[src/rtl/lin_sched_if.sv]
// LIN frame handshake between the schedule master and the commander/responder.
// The master drives the start pulse and the active slot's PID/length and
// receives the header/response completion strobes.
interface lin_sched_if;
    logic       start;
    logic [5:0] pid_out;
    logic [3:0] len_out;
    logic       comm_tx_done;
    logic       resp_tx_done;
    logic       resp_err;

    modport master (
        output start,
        output pid_out,
        output len_out,
        input  comm_tx_done,
        input  resp_tx_done,
        input  resp_err
    );

    modport slave (
        input  start,
        input  pid_out,
        input  len_out,
        output comm_tx_done,
        output resp_tx_done,
        output resp_err
    );
endinterface

[src/rtl/lin_sched.sv]
// LIN schedule-table master: walks the valid slots round-robin, launches one
// frame per slot, supervises header/response completion with an optional
// timeout, inserts the inter-frame gap and keeps frame/error statistics.
module lin_sched #(
    parameter int unsigned N_SLOTS = 4,
    parameter int unsigned IFS_W   = 8,
    parameter int unsigned TO_W    = 12
) (
    input  logic                       sys_clk,
    input  logic                       rstn,
    input  logic                       enable,
    input  logic [N_SLOTS-1:0]         slot_valid,
    input  logic [6*N_SLOTS-1:0]       slot_pid,
    input  logic [4*N_SLOTS-1:0]       slot_len,
    input  logic [IFS_W-1:0]           ifs_cycles,
    input  logic [TO_W-1:0]            timeout_cycles,
    lin_sched_if.master                lin,
    output logic [$clog2(N_SLOTS)-1:0] slot_idx,
    output logic                       inter_tx_delay,
    output logic                       frame_ok,
    output logic                       frame_err,
    output logic [15:0]                frame_count,
    output logic [7:0]                 err_count,
    output logic                       sched_busy
);
    localparam int unsigned IDX_W = $clog2(N_SLOTS);

    typedef enum logic [2:0] {
        S_IDLE,
        S_SELECT,
        S_START,
        S_WAIT_HDR,
        S_WAIT_RESP,
        S_DELAY
    } state_t;

    state_t             state;
    state_t             state_nxt;
    logic [IDX_W-1:0]   ptr;
    logic [TO_W-1:0]    timer;
    logic [TO_W-1:0]    timer_inc;
    logic [IFS_W-1:0]   dcnt;
    logic               expired;
    logic               delay_done;

    logic [N_SLOTS-1:0] ge_mask;
    logic [N_SLOTS-1:0] pick;
    logic               sel_found;
    logic [IDX_W-1:0]   sel_idx;
    logic [5:0]         sel_pid;
    logic [3:0]         sel_len;

    logic               ok_ev;
    logic               err_ev;
    logic               start_d;
    logic               delay_d;
    logic               busy_d;
    logic [5:0]         pid_d;
    logic [3:0]         len_d;
    logic [IDX_W-1:0]   idx_d;
    logic [15:0]        fc_d;
    logic [7:0]         ec_d;

    assign timer_inc  = timer + 1'b1;
    assign expired    = (timeout_cycles != '0) && (timer_inc == timeout_cycles);
    assign delay_done = (dcnt == '0);

    // Round-robin pick: lowest valid slot at or above ptr, else lowest valid slot overall.
    always_comb begin
        ge_mask   = {N_SLOTS{1'b1}} << ptr;
        pick      = ((slot_valid & ge_mask) != '0) ? (slot_valid & ge_mask) : slot_valid;
        sel_found = 1'b0;
        sel_idx   = '0;
        sel_pid   = '0;
        sel_len   = '0;
        for (int unsigned j = 0; j < N_SLOTS; j++) begin
            if (!sel_found && pick[j]) begin
                sel_found = 1'b1;
                sel_idx   = IDX_W'(j);
                sel_pid   = slot_pid[6*j +: 6];
                sel_len   = slot_len[4*j +: 4];
            end
        end
    end

    // State register plus slot pointer, frame timer and gap counter.
    always_ff @(posedge sys_clk) begin
        if (!rstn) begin
            state <= S_IDLE;
            ptr   <= '0;
            timer <= '0;
            dcnt  <= '0;
        end else begin
            state <= state_nxt;
            if (state == S_START) begin
                timer <= '0;
            end else if (state == S_WAIT_HDR || state == S_WAIT_RESP) begin
                timer <= timer_inc;
            end
            if (state != S_DELAY && state_nxt == S_DELAY) begin
                dcnt <= (ifs_cycles == '0) ? '0 : ifs_cycles - 1'b1;
            end else if (state == S_DELAY && !delay_done) begin
                dcnt <= dcnt - 1'b1;
            end
            if (state == S_DELAY && delay_done) begin
                ptr <= (slot_idx == IDX_W'(N_SLOTS - 1)) ? '0 : slot_idx + 1'b1;
            end
        end
    end

    // Next-state decode; a response beats a same-cycle timer expiry.
    always_comb begin
        state_nxt = state;
        unique case (state)
            S_IDLE:      if (enable && slot_valid != '0) state_nxt = S_SELECT;
            S_SELECT:    state_nxt = sel_found ? S_START : S_IDLE;
            S_START:     state_nxt = S_WAIT_HDR;
            S_WAIT_HDR: begin
                if (expired)           state_nxt = S_DELAY;
                else if (lin.comm_tx_done) state_nxt = S_WAIT_RESP;
            end
            S_WAIT_RESP: if (lin.resp_tx_done || expired) state_nxt = S_DELAY;
            S_DELAY:     if (delay_done) state_nxt = enable ? S_SELECT : S_IDLE;
            default:     state_nxt = S_IDLE;
        endcase
    end

    // Output decode: next values of every registered output.
    always_comb begin
        ok_ev  = 1'b0;
        err_ev = 1'b0;
        unique case (state)
            S_WAIT_HDR:  err_ev = expired;
            S_WAIT_RESP: begin
                if (lin.resp_tx_done) begin
                    ok_ev  = !lin.resp_err;
                    err_ev = lin.resp_err;
                end else begin
                    err_ev = expired;
                end
            end
            default: ;
        endcase
        start_d = (state_nxt == S_START);
        delay_d = (state_nxt == S_DELAY);
        busy_d  = (state_nxt != S_IDLE);
        pid_d   = lin.pid_out;
        len_d   = lin.len_out;
        idx_d   = slot_idx;
        if (state == S_SELECT && sel_found) begin
            pid_d = sel_pid;
            len_d = sel_len;
            idx_d = sel_idx;
        end
        fc_d = (ok_ev || err_ev) ? frame_count + 16'd1 : frame_count;
        ec_d = (err_ev && err_count != 8'hFF) ? err_count + 8'd1 : err_count;
    end

    // Output registers.
    always_ff @(posedge sys_clk) begin
        if (!rstn) begin
            lin.start      <= 1'b0;
            lin.pid_out    <= '0;
            lin.len_out    <= '0;
            slot_idx       <= '0;
            inter_tx_delay <= 1'b0;
            frame_ok       <= 1'b0;
            frame_err      <= 1'b0;
            frame_count    <= '0;
            err_count      <= '0;
            sched_busy     <= 1'b0;
        end else begin
            lin.start      <= start_d;
            lin.pid_out    <= pid_d;
            lin.len_out    <= len_d;
            slot_idx       <= idx_d;
            inter_tx_delay <= delay_d;
            frame_ok       <= ok_ev;
            frame_err      <= err_ev;
            frame_count    <= fc_d;
            err_count      <= ec_d;
            sched_busy     <= busy_d;
        end
    end
endmodule

[src/flat_wrapper.sv]
// flat-port wrapper written by rule: the top's interface ports become plain ports
module lin_sched_flat 
#(
    parameter int unsigned N_SLOTS = 4,
    parameter int unsigned IFS_W   = 8,
    parameter int unsigned TO_W    = 12
)
  (sys_clk, rstn, enable, slot_valid, slot_pid, slot_len, ifs_cycles, timeout_cycles, slot_idx, inter_tx_delay, frame_ok, frame_err, frame_count, err_count, sched_busy, lin_start, lin_pid_out, lin_len_out, lin_comm_tx_done, lin_resp_tx_done, lin_resp_err);
  lin_sched_if lin_i ();
  input  logic sys_clk;
  input  logic rstn;
  input  logic enable;
  input  logic [N_SLOTS-1:0] slot_valid;
  input  logic [6*N_SLOTS-1:0] slot_pid;
  input  logic [4*N_SLOTS-1:0] slot_len;
  input  logic [IFS_W-1:0] ifs_cycles;
  input  logic [TO_W-1:0] timeout_cycles;
  output logic [$clog2(N_SLOTS)-1:0] slot_idx;
  output logic inter_tx_delay;
  output logic frame_ok;
  output logic frame_err;
  output logic [15:0] frame_count;
  output logic [7:0] err_count;
  output logic sched_busy;
  output wire logic [$bits(lin_i.start)-1:0] lin_start;
  output wire logic [$bits(lin_i.pid_out)-1:0] lin_pid_out;
  output wire logic [$bits(lin_i.len_out)-1:0] lin_len_out;
  input wire logic [$bits(lin_i.comm_tx_done)-1:0] lin_comm_tx_done;
  input wire logic [$bits(lin_i.resp_tx_done)-1:0] lin_resp_tx_done;
  input wire logic [$bits(lin_i.resp_err)-1:0] lin_resp_err;
  assign lin_start = lin_i.start;
  assign lin_pid_out = lin_i.pid_out;
  assign lin_len_out = lin_i.len_out;
  assign lin_i.comm_tx_done = lin_comm_tx_done;
  assign lin_i.resp_tx_done = lin_resp_tx_done;
  assign lin_i.resp_err = lin_resp_err;
  lin_sched #(.N_SLOTS(N_SLOTS), .IFS_W(IFS_W), .TO_W(TO_W)) u_core (.sys_clk(sys_clk), .rstn(rstn), .enable(enable), .slot_valid(slot_valid), .slot_pid(slot_pid), .slot_len(slot_len), .ifs_cycles(ifs_cycles), .timeout_cycles(timeout_cycles), .lin(lin_i), .slot_idx(slot_idx), .inter_tx_delay(inter_tx_delay), .frame_ok(frame_ok), .frame_err(frame_err), .frame_count(frame_count), .err_count(err_count), .sched_busy(sched_busy));
endmodule
[config.mk]
export PLATFORM = sky130hd
export DESIGN_NAME = lin_sched_flat
export DESIGN_NICKNAME = d
export VERILOG_FILES = /design/src/rtl/lin_sched_if.sv /design/src/rtl/lin_sched.sv /design/src/flat_wrapper.sv
export SDC_FILE = /design/constraint.sdc
export NUM_CORES = 1
export LEC_CHECK = 0
export CORE_MARGIN = 1
export CORE_UTILIZATION = 48
export CTS_CLUSTER_SIZE = 25
export DETAILED_ROUTE_END_ITERATION = 10
export PLACE_DENSITY = 0.78
export SETUP_SLACK_MARGIN = 0.1
export SYNTH_ARGS = -nofsm -noshare
export SYNTH_HDL_FRONTEND = slang
export SYNTH_SLANG_ARGS = --single-unit
export TNS_END_PERCENT = 5
[constraint.sdc]
create_clock -name sys_clk -period 4.1 [get_ports sys_clk]
set_clock_uncertainty 0.1 [all_clocks]
set_input_delay 0.82 -clock sys_clk [delete_from_list [all_inputs] [get_ports sys_clk]]
set_output_delay 0.82 -clock sys_clk [all_outputs]
set_load 0.03 [all_outputs]
==> results of run 1 <==
-- layer usage --
layer,vias to the layer above,global-route usage
met2,126,0.449
met3,9,0.0653
li1,1968,-
met1,1830,0.302
met5,-,0
met4,0,0.0767
-- power by group through the flow --
stage	registers [uW]	clock network (uW)	logic, uW
CTS	679	617	273
detailed placement	694	0	271
global route	683	649	295
floorplan	723	0	103
global placement	693	0	268
finish	679	609	272
-- state kept, by name, indices dropped and copies added, names as in the netlist --
register and cells:
u_core.dcnt 8, u_core.lin.len_out 4, u_core.frame_err 1, u_core.frame_ok 1
u_core.frame_count 16, u_core.lin.pid_out 6, u_core.err_count 8, u_core.sched_busy 1
u_core.slot_idx 2, u_core.inter_tx_delay 1, u_core.state 3, u_core.lin.start 1
u_core.timer 12, u_core.ptr 2
-- Yosys cell counts (all sizes together), types with 3 or more instances --
master and count:
clkbuf 19, buf 3, ha 6, nor2 58, and3 7, nand2 51
mux2i 4, nand4 10, a22oi 11, xnor2 27, dfxtp 66, nand2b 14
nor3 12, nand3 17, o21ai 26, inv 15, a31o 3, or3 12
a31oi 3, nor3b 3, a221oi 10, nor2b 4, xor2 10, a211oi 3
nor4b 6, o31a 5, nor4 13, a21oi 37, nand3b 3, or4 5
-- worst max-delay path by stage --
stage                     slack, ns                     to  cells after the start
final                          0.34         u_core.dcnt[2]                     11
after global routing           0.17         u_core.dcnt[2]                     11
after CTS                      0.34         u_core.dcnt[2]                     11
after detailed placement       0.04         u_core.dcnt[5]                      9
after global placement         0.18         u_core.dcnt[4]                      9
after floorplan                0.93  u_core.frame_count[9]                     10
-- per-stage QoR --
stage               power [uW]  worst slack (ns)  hold slack, ns  area [um2]
detailed placement         965            0.0382           0.377        5010
CTS                       1570             0.342           0.390        5230
global placement           961             0.176           0.356        5010
floorplan                  826             0.927           0.356        3810
global route              1630             0.170           0.420        5230
finish                    1560             0.339           0.388        5230
-- layout make-up --
type / count / area (um2)
Multi-Input combinational cell: 381 / 2340
Clock inverter: 7 / 92.6
Inverter: 15 / 56.3
Tap cell: 102 / 128
Clock buffer: 9 / 124
Sequential cell: 66 / 1320
Timing Repair Buffer: 118 / 1160
Fill cell: 669 / 2460
-- logic make-up (layout without fill, tap and decap cells) --
group | count (synthesis) | count (layout) | share of synthesized area
muxes | 4 | 4 | 0.0105
and+or+nand+nor | 219 | 219 | 0.293
AOI/OAI and AO/OA | 115 | 115 | 0.206
adders and majority gates | 6 | 6 | 0.0197
DFF | 66 | 66 | 0.346
xor gates and xnor gates | 37 | 37 | 0.0850
buffers and inverters | 37 | 149 | 0.0390
-- worst reg2reg max path: stages, from the launching register on --
cell	delay (ns)
dfxtp_1	0.48
ha_1	0.32
nand3_1	0.18
or3_1	0.42
and3_1	0.18
a211o_1	0.36
a31oi_4	0.32
or2_0	0.63
buf_4	0.26
buf_4	0.15
nor2_1	0.06
a311oi_1	0.23
==> impl_metrics.csv, run 1 <==
group,metric,value,unit
clock_tree,clk_pin_slew_worst_paths,0.08,ns
floorplanning,die-area,8310,um2
placement,portBuffers,110,
pwr,power_frac_comb,0.174,
final_layout,drive_gt1_frac,0.0621,
synth,yosys-top-cells-area,"dfxtp_1, xnor2_1, nor2_1",
clock_tree,cts_setup_buffers,0,
setup_path,reg2reg_depth,11,
detailed_routing,wl_per_cell,14.5,um
synth,yosys_warnings,0,
grt,antenna_found_initial,0,
detailed_routing,route.layer.met1.wl,4.36,mm
synth,syn-cell-area,3810,um2
clock_tree,post_cts_resized,0,
run_status,status,"finished, final reports clean",
final_layout,fin_util,0.680,
setup_path,worstPathRequired,4.26,ns
floorplanning,coreArea,7690,um2
min_path,hp-start,"u_core.frame_count[15]",
pwr,sw_frac_of_total,0.270,
synth,avgSynthCellArea,7.88,um2
detailed_routing,maxUsedRoutingLayer,"met4",
timing,slew_viol_final,0,
setup_path,critPathLaunchType,"register",
pwr,p_per_area,299,nW/um2
placement,place_hpwl,7.53,mm
clock_tree,cts_hold_buf,0,
synth,yosys.area.top_type,"dfxtp_1",
min_path,hp-class,"register to register",
detailed_routing,drc,0,
synth,ys_ff_latch,66,
placement,place.gp.congestion,0.849,
synth,synth_nets,560,
setup_path,path_cells,"ha_1 -> nand3_1 -> or3_1 -> and3_1 -> a211o_1 -> a31oi_4 -> or2_0 -> buf_4 -> buf_4 -> nor2_1 -> a311oi_1",
grt,first_global_vias,3820,
clock_tree,clkLatencyLatePin,0.36,ns
setup_path,worstSetupPathType,"register to register",
setup_path,r2r_end,"u_core.dcnt[2]",
setup_path,critical-path-top-delay-family,"simple AND/OR/NAND/NOR gates",
pwr,power_switching,421,uW
clock_tree,numCtsBuffers,9,
timing,rsz0062_at_grt,"false",
clock_tree,clockRootBuffer,"clkbuf_8",
pwr,cellLeakagePower,0.00183,uW
grt,grt_max_degree,25,
setup_path,critPathCaptureType,"register",
setup_path,critPathArrivalTime,3.92,ns
grt,grt_first_pass_wirelength,17.1,mm
setup_path,critPathMaxStageDelay,0.63,ns
placement,dp_cells,682,
synth,async_flop_share,0,
detailed_routing,wl_met3,590,um
final_layout,layout_common_cells,"clkdlybuf4s50_1, dfxtp_1, nor2_1",
final_layout,instances_no_fill,698,
pwr,p_seq_frac,0.435,
final_layout,final_common_cell,"clkdlybuf4s50_1",
floorplanning,row_count,32,
setup_path,r2r_slack,0.34,ns
setup_path,worst-path-buf-inv,2,
pwr,power.internal,1140,uW
timing,fmax,266,MHz
setup_path,startpoint,"u_core.timer[0]",
flow_run,maxCapViolations,0,
setup_path,regToRegStartpoint,"u_core.timer[0]",
timing,finalSetupViolations,0,
floorplanning,fp.dieH,91.1,um
synth,netlist-cell-type-count,52,
final_layout,area_growth,37.0,%
floorplanning,die_w,91.1,um
synth,postSynthCellCount,484,
detailed_routing,dr_wl_met2,5.11,mm
clock_tree,cts_tree,"done",
min_path,whs_path_depth,2,
detailed_routing,ant_nets,0,
synth,ys.flop_type,"dfxtp_1",
setup_path,cp_max_fo,13,
detailed_routing,via_per_inst,5.63,
detailed_routing,drtIter0Drc,138,
min_path,hold_path_end,"u_core.frame_count[15]",
clock_tree,clock-sinks,66,
detailed_routing,firstDrtPassIters,4,
clock_tree,cts_buffer_depth,2,
pwr,clock_power_share,0.390,
synth,synth-edff-count,0,
clock_tree,h-tree-depth,3,
floorplanning,pin_count,111,
timing,fin_crit_sh,0.917,
floorplanning,start_util,0.496,
timing,worst_slew_pin_slew,0.738,ns
synth,ys_seq_area_frac,0.346,
timing,finalHoldViolations,0,
synth,synth_top_area_frac,0.346,
grt,grt_overflow,0,
grt,grt_use_total,0.254,
detailed_routing,routed_wl,10.1,mm
timing,relSlewSlack,0.507,
timing,min_period,3.76,ns
final_layout,fin_nets,667,
timing,tns,0,ns
setup_path,cp_common_cell,"buf_4",
pwr,irDropWorstVdd,0.136,mV
final_layout,diodes,0,
setup_path,critPathSlowestCell,"or2_0",
detailed_routing,vias,3933,
No activity file was read; power rests on OpenSTA's default activity.
==> inputs of run 2 (changes only) <==
--- a/config.mk
+++ b/config.mk
@@ -5,11 +5,13 @@
 export SDC_FILE = /design/constraint.sdc
 export NUM_CORES = 1
 export LEC_CHECK = 0
+export CELL_PAD_IN_SITES_DETAIL_PLACEMENT = 1
+export CELL_PAD_IN_SITES_GLOBAL_PLACEMENT = 1
 export CORE_MARGIN = 1
-export CORE_UTILIZATION = 48
+export CORE_UTILIZATION = 34
 export CTS_CLUSTER_SIZE = 25
 export DETAILED_ROUTE_END_ITERATION = 10
-export PLACE_DENSITY = 0.78
+export PLACE_DENSITY = 0.77
 export SETUP_SLACK_MARGIN = 0.1
 export SYNTH_ARGS = -nofsm -noshare
 export SYNTH_HDL_FRONTEND = slang
==> impl_metrics.csv, run 2 (synthesized netlist as in run 1, its figures left out) <==
group,metric,value,unit
setup_path,regToRegStartpoint,"u_core.timer[0]",
timing,worst_slew_pin_slew,0.949,ns
clock_tree,clkLatencyLatePin,0.35,ns
clock_tree,clockRootBuffer,"clkbuf_8",
clock_tree,numCtsBuffers,9,
timing,fmax,285,MHz
detailed_routing,ant_nets,0,
detailed_routing,drc,0,
floorplanning,row_count,38,
timing,min_period,3.51,ns
setup_path,reg2reg_depth,10,
final_layout,instances_no_fill,734,
detailed_routing,firstDrtPassIters,4,
timing,relSlewSlack,0.363,
clock_tree,clk_pin_slew_worst_paths,0.07,ns
clock_tree,cts_hold_buf,0,
clock_tree,clock-sinks,66,
grt,grt_overflow,0,
placement,portBuffers,110,
floorplanning,pin_count,111,
detailed_routing,wl_per_cell,16.0,um
grt,first_global_vias,4037,
final_layout,layout_common_cells,"clkdlybuf4s50_1, dfxtp_1, nor2_1",
final_layout,diodes,0,
grt,grt_first_pass_wirelength,19.3,mm
floorplanning,die-area,11600,um2
setup_path,worstSetupPathType,"input port to register",
pwr,p_per_area,287,nW/um2
final_layout,fillerInstances,1327,
timing,tns,0,ns
min_path,hp-class,"register to register",
final_layout,reg_top3,"u_core.frame_count (16), u_core.timer (12)",
final_layout,fin_nets,666,
detailed_routing,drtIter0Drc,84,
setup_path,cp_max_fo,23,
timing,fin_crit_sh,0.857,
setup_path,critPathLaunchType,"input port",
detailed_routing,routed_wl,11.7,mm
timing,finalHoldViolations,0,
grt,grt_use_met1,0.247,
grt,use_met2,0.377,
floorplanning,coreArea,10900,um2
final_layout,regMostFlops,"u_core.frame_count",
timing,finalSetupViolations,0,
detailed_routing,via_per_inst,5.41,
final_layout,final_common_cell,"clkdlybuf4s50_1",
setup_path,worstPathRequired,4.28,ns
final_layout,fin_area,5240,um2
grt,grt_use_total,0.212,
pwr,cellLeakagePower,0.00181,uW
setup_path,critPathCaptureType,"register",
grt,antenna_found_initial,0,
setup_path,startpoint,"timeout_cycles[9]",
final_layout,area_growth,37.3,%
min_path,whs_path_depth,2,
floorplanning,die_w,108,um
final_layout,multiInputGateArea,2340,um2
clock_tree,cts_setup_buffers,0,
grt,grt_max_degree,25,
clock_tree,h-tree-depth,3,
placement,place.gp.congestion,0.838,
placement,place_area,5050,um2
placement,dp_cells,719,
min_path,hold_path_end,"u_core.dcnt[1]",
min_path,hp-start,"u_core.dcnt[1]",
setup_path,r2r_slack,0.67,ns
final_layout,largest_reg_flops,16,
setup_path,r2r_end,"u_core.frame_count[5]",
pwr,irDropWorstVdd,0.159,mV
placement,place_hpwl,8.85,mm
final_layout,seqCellArea,1320,um2
grt,use_met3,0.0593,
floorplanning,fp.dieH,108,um
clock_tree,cts_buffer_depth,2,
floorplanning,start_util,0.350,
flow_run,maxCapViolations,0,
detailed_routing,vias,3971,
clock_tree,post_cts_resized,0,
final_layout,drive_gt1_frac,0.0556,
timing,slew_viol_final,0,
clock_tree,cts_tree,"done",
setup_path,critPathArrivalTime,3.69,ns
run_status,status,"finished, final reports clean",
timing,rsz0062_at_grt,"false",
grt,top_usage_layer,"met2",
-- run 2: cell count changes in the layout (fill, tap and decap cells not counted) --
cell,previous run,this run
buf_4,8,7
bufinv_16,2,1
clkbuf_1,0,2
clkbuf_8,9,10
clkinv_2,3,2
clkinv_4,1,0
inv_6,1,0
o21ai_0,26,25
o21ai_1,0,1
-- run 2: cell type report --
cell class | count | area share
repair buffers | 117 | 0.220
well taps | 140 | 0.0335
clock buffers | 12 | 0.0277
clock inverters | 3 | 0.00765
inverters | 15 | 0.0108
flip-flops and latches | 66 | 0.252
multi-input cells | 381 | 0.448
-- run 2: report_power, final --
| part | internal [uW] | switching [uW] | total, uW |
|---|---|---|---|
| clock network | 293 | 253 | 546 |
| registers | 663 | 17.6 | 680 |
| logic | 133 | 144 | 277 |
| total | 1090 | 414 | 1500 |
-- run 2: per-stage QoR --
stage                     setup slack [ns]  utilization  hold slack, ns  total power (uW)
final                                0.588        0.481           0.388              1500
after global routing                 0.398        0.481           0.422              1570
after CTS                            0.613        0.481           0.387              1520
after detailed placement             0.242        0.464           0.376               971
after global placement               0.361        0.464           0.369               967
after floorplan                      0.927            -           0.356               826
-- run 2: layer usage --
metal | vias to the layer above | share of wire
li1 | 1959 | -
met1 | 1902 | 0.45
met2 | 101 | 0.49
met3 | 9 | 0.055
met4 | 0 | 0.0089
met5 | - | 0
-- run 2: worst max-delay path by stage --
stage / end / slack [ns]
6_report: u_core.frame_count[5] / 0.59
4_1_cts: u_core.frame_count[5] / 0.61
2_1_floorplan: u_core.frame_count[9] / 0.93
3_3_place_gp: u_core.frame_count[13] / 0.36
3_5_place_dp: u_core.frame_count[5] / 0.24
5_1_grt: u_core.frame_count[5] / 0.40
-- run 2: critical path, cell delays in order --
cell and delay, ns:
clkdlybuf4s50_1 0.45, nor4_1 0.46, nand4_1 0.25, a311oi_4 0.42, a31oi_4 0.12, or2_0 0.25, buf_4 0.22, or4_1 0.52
a21oi_1 0.16
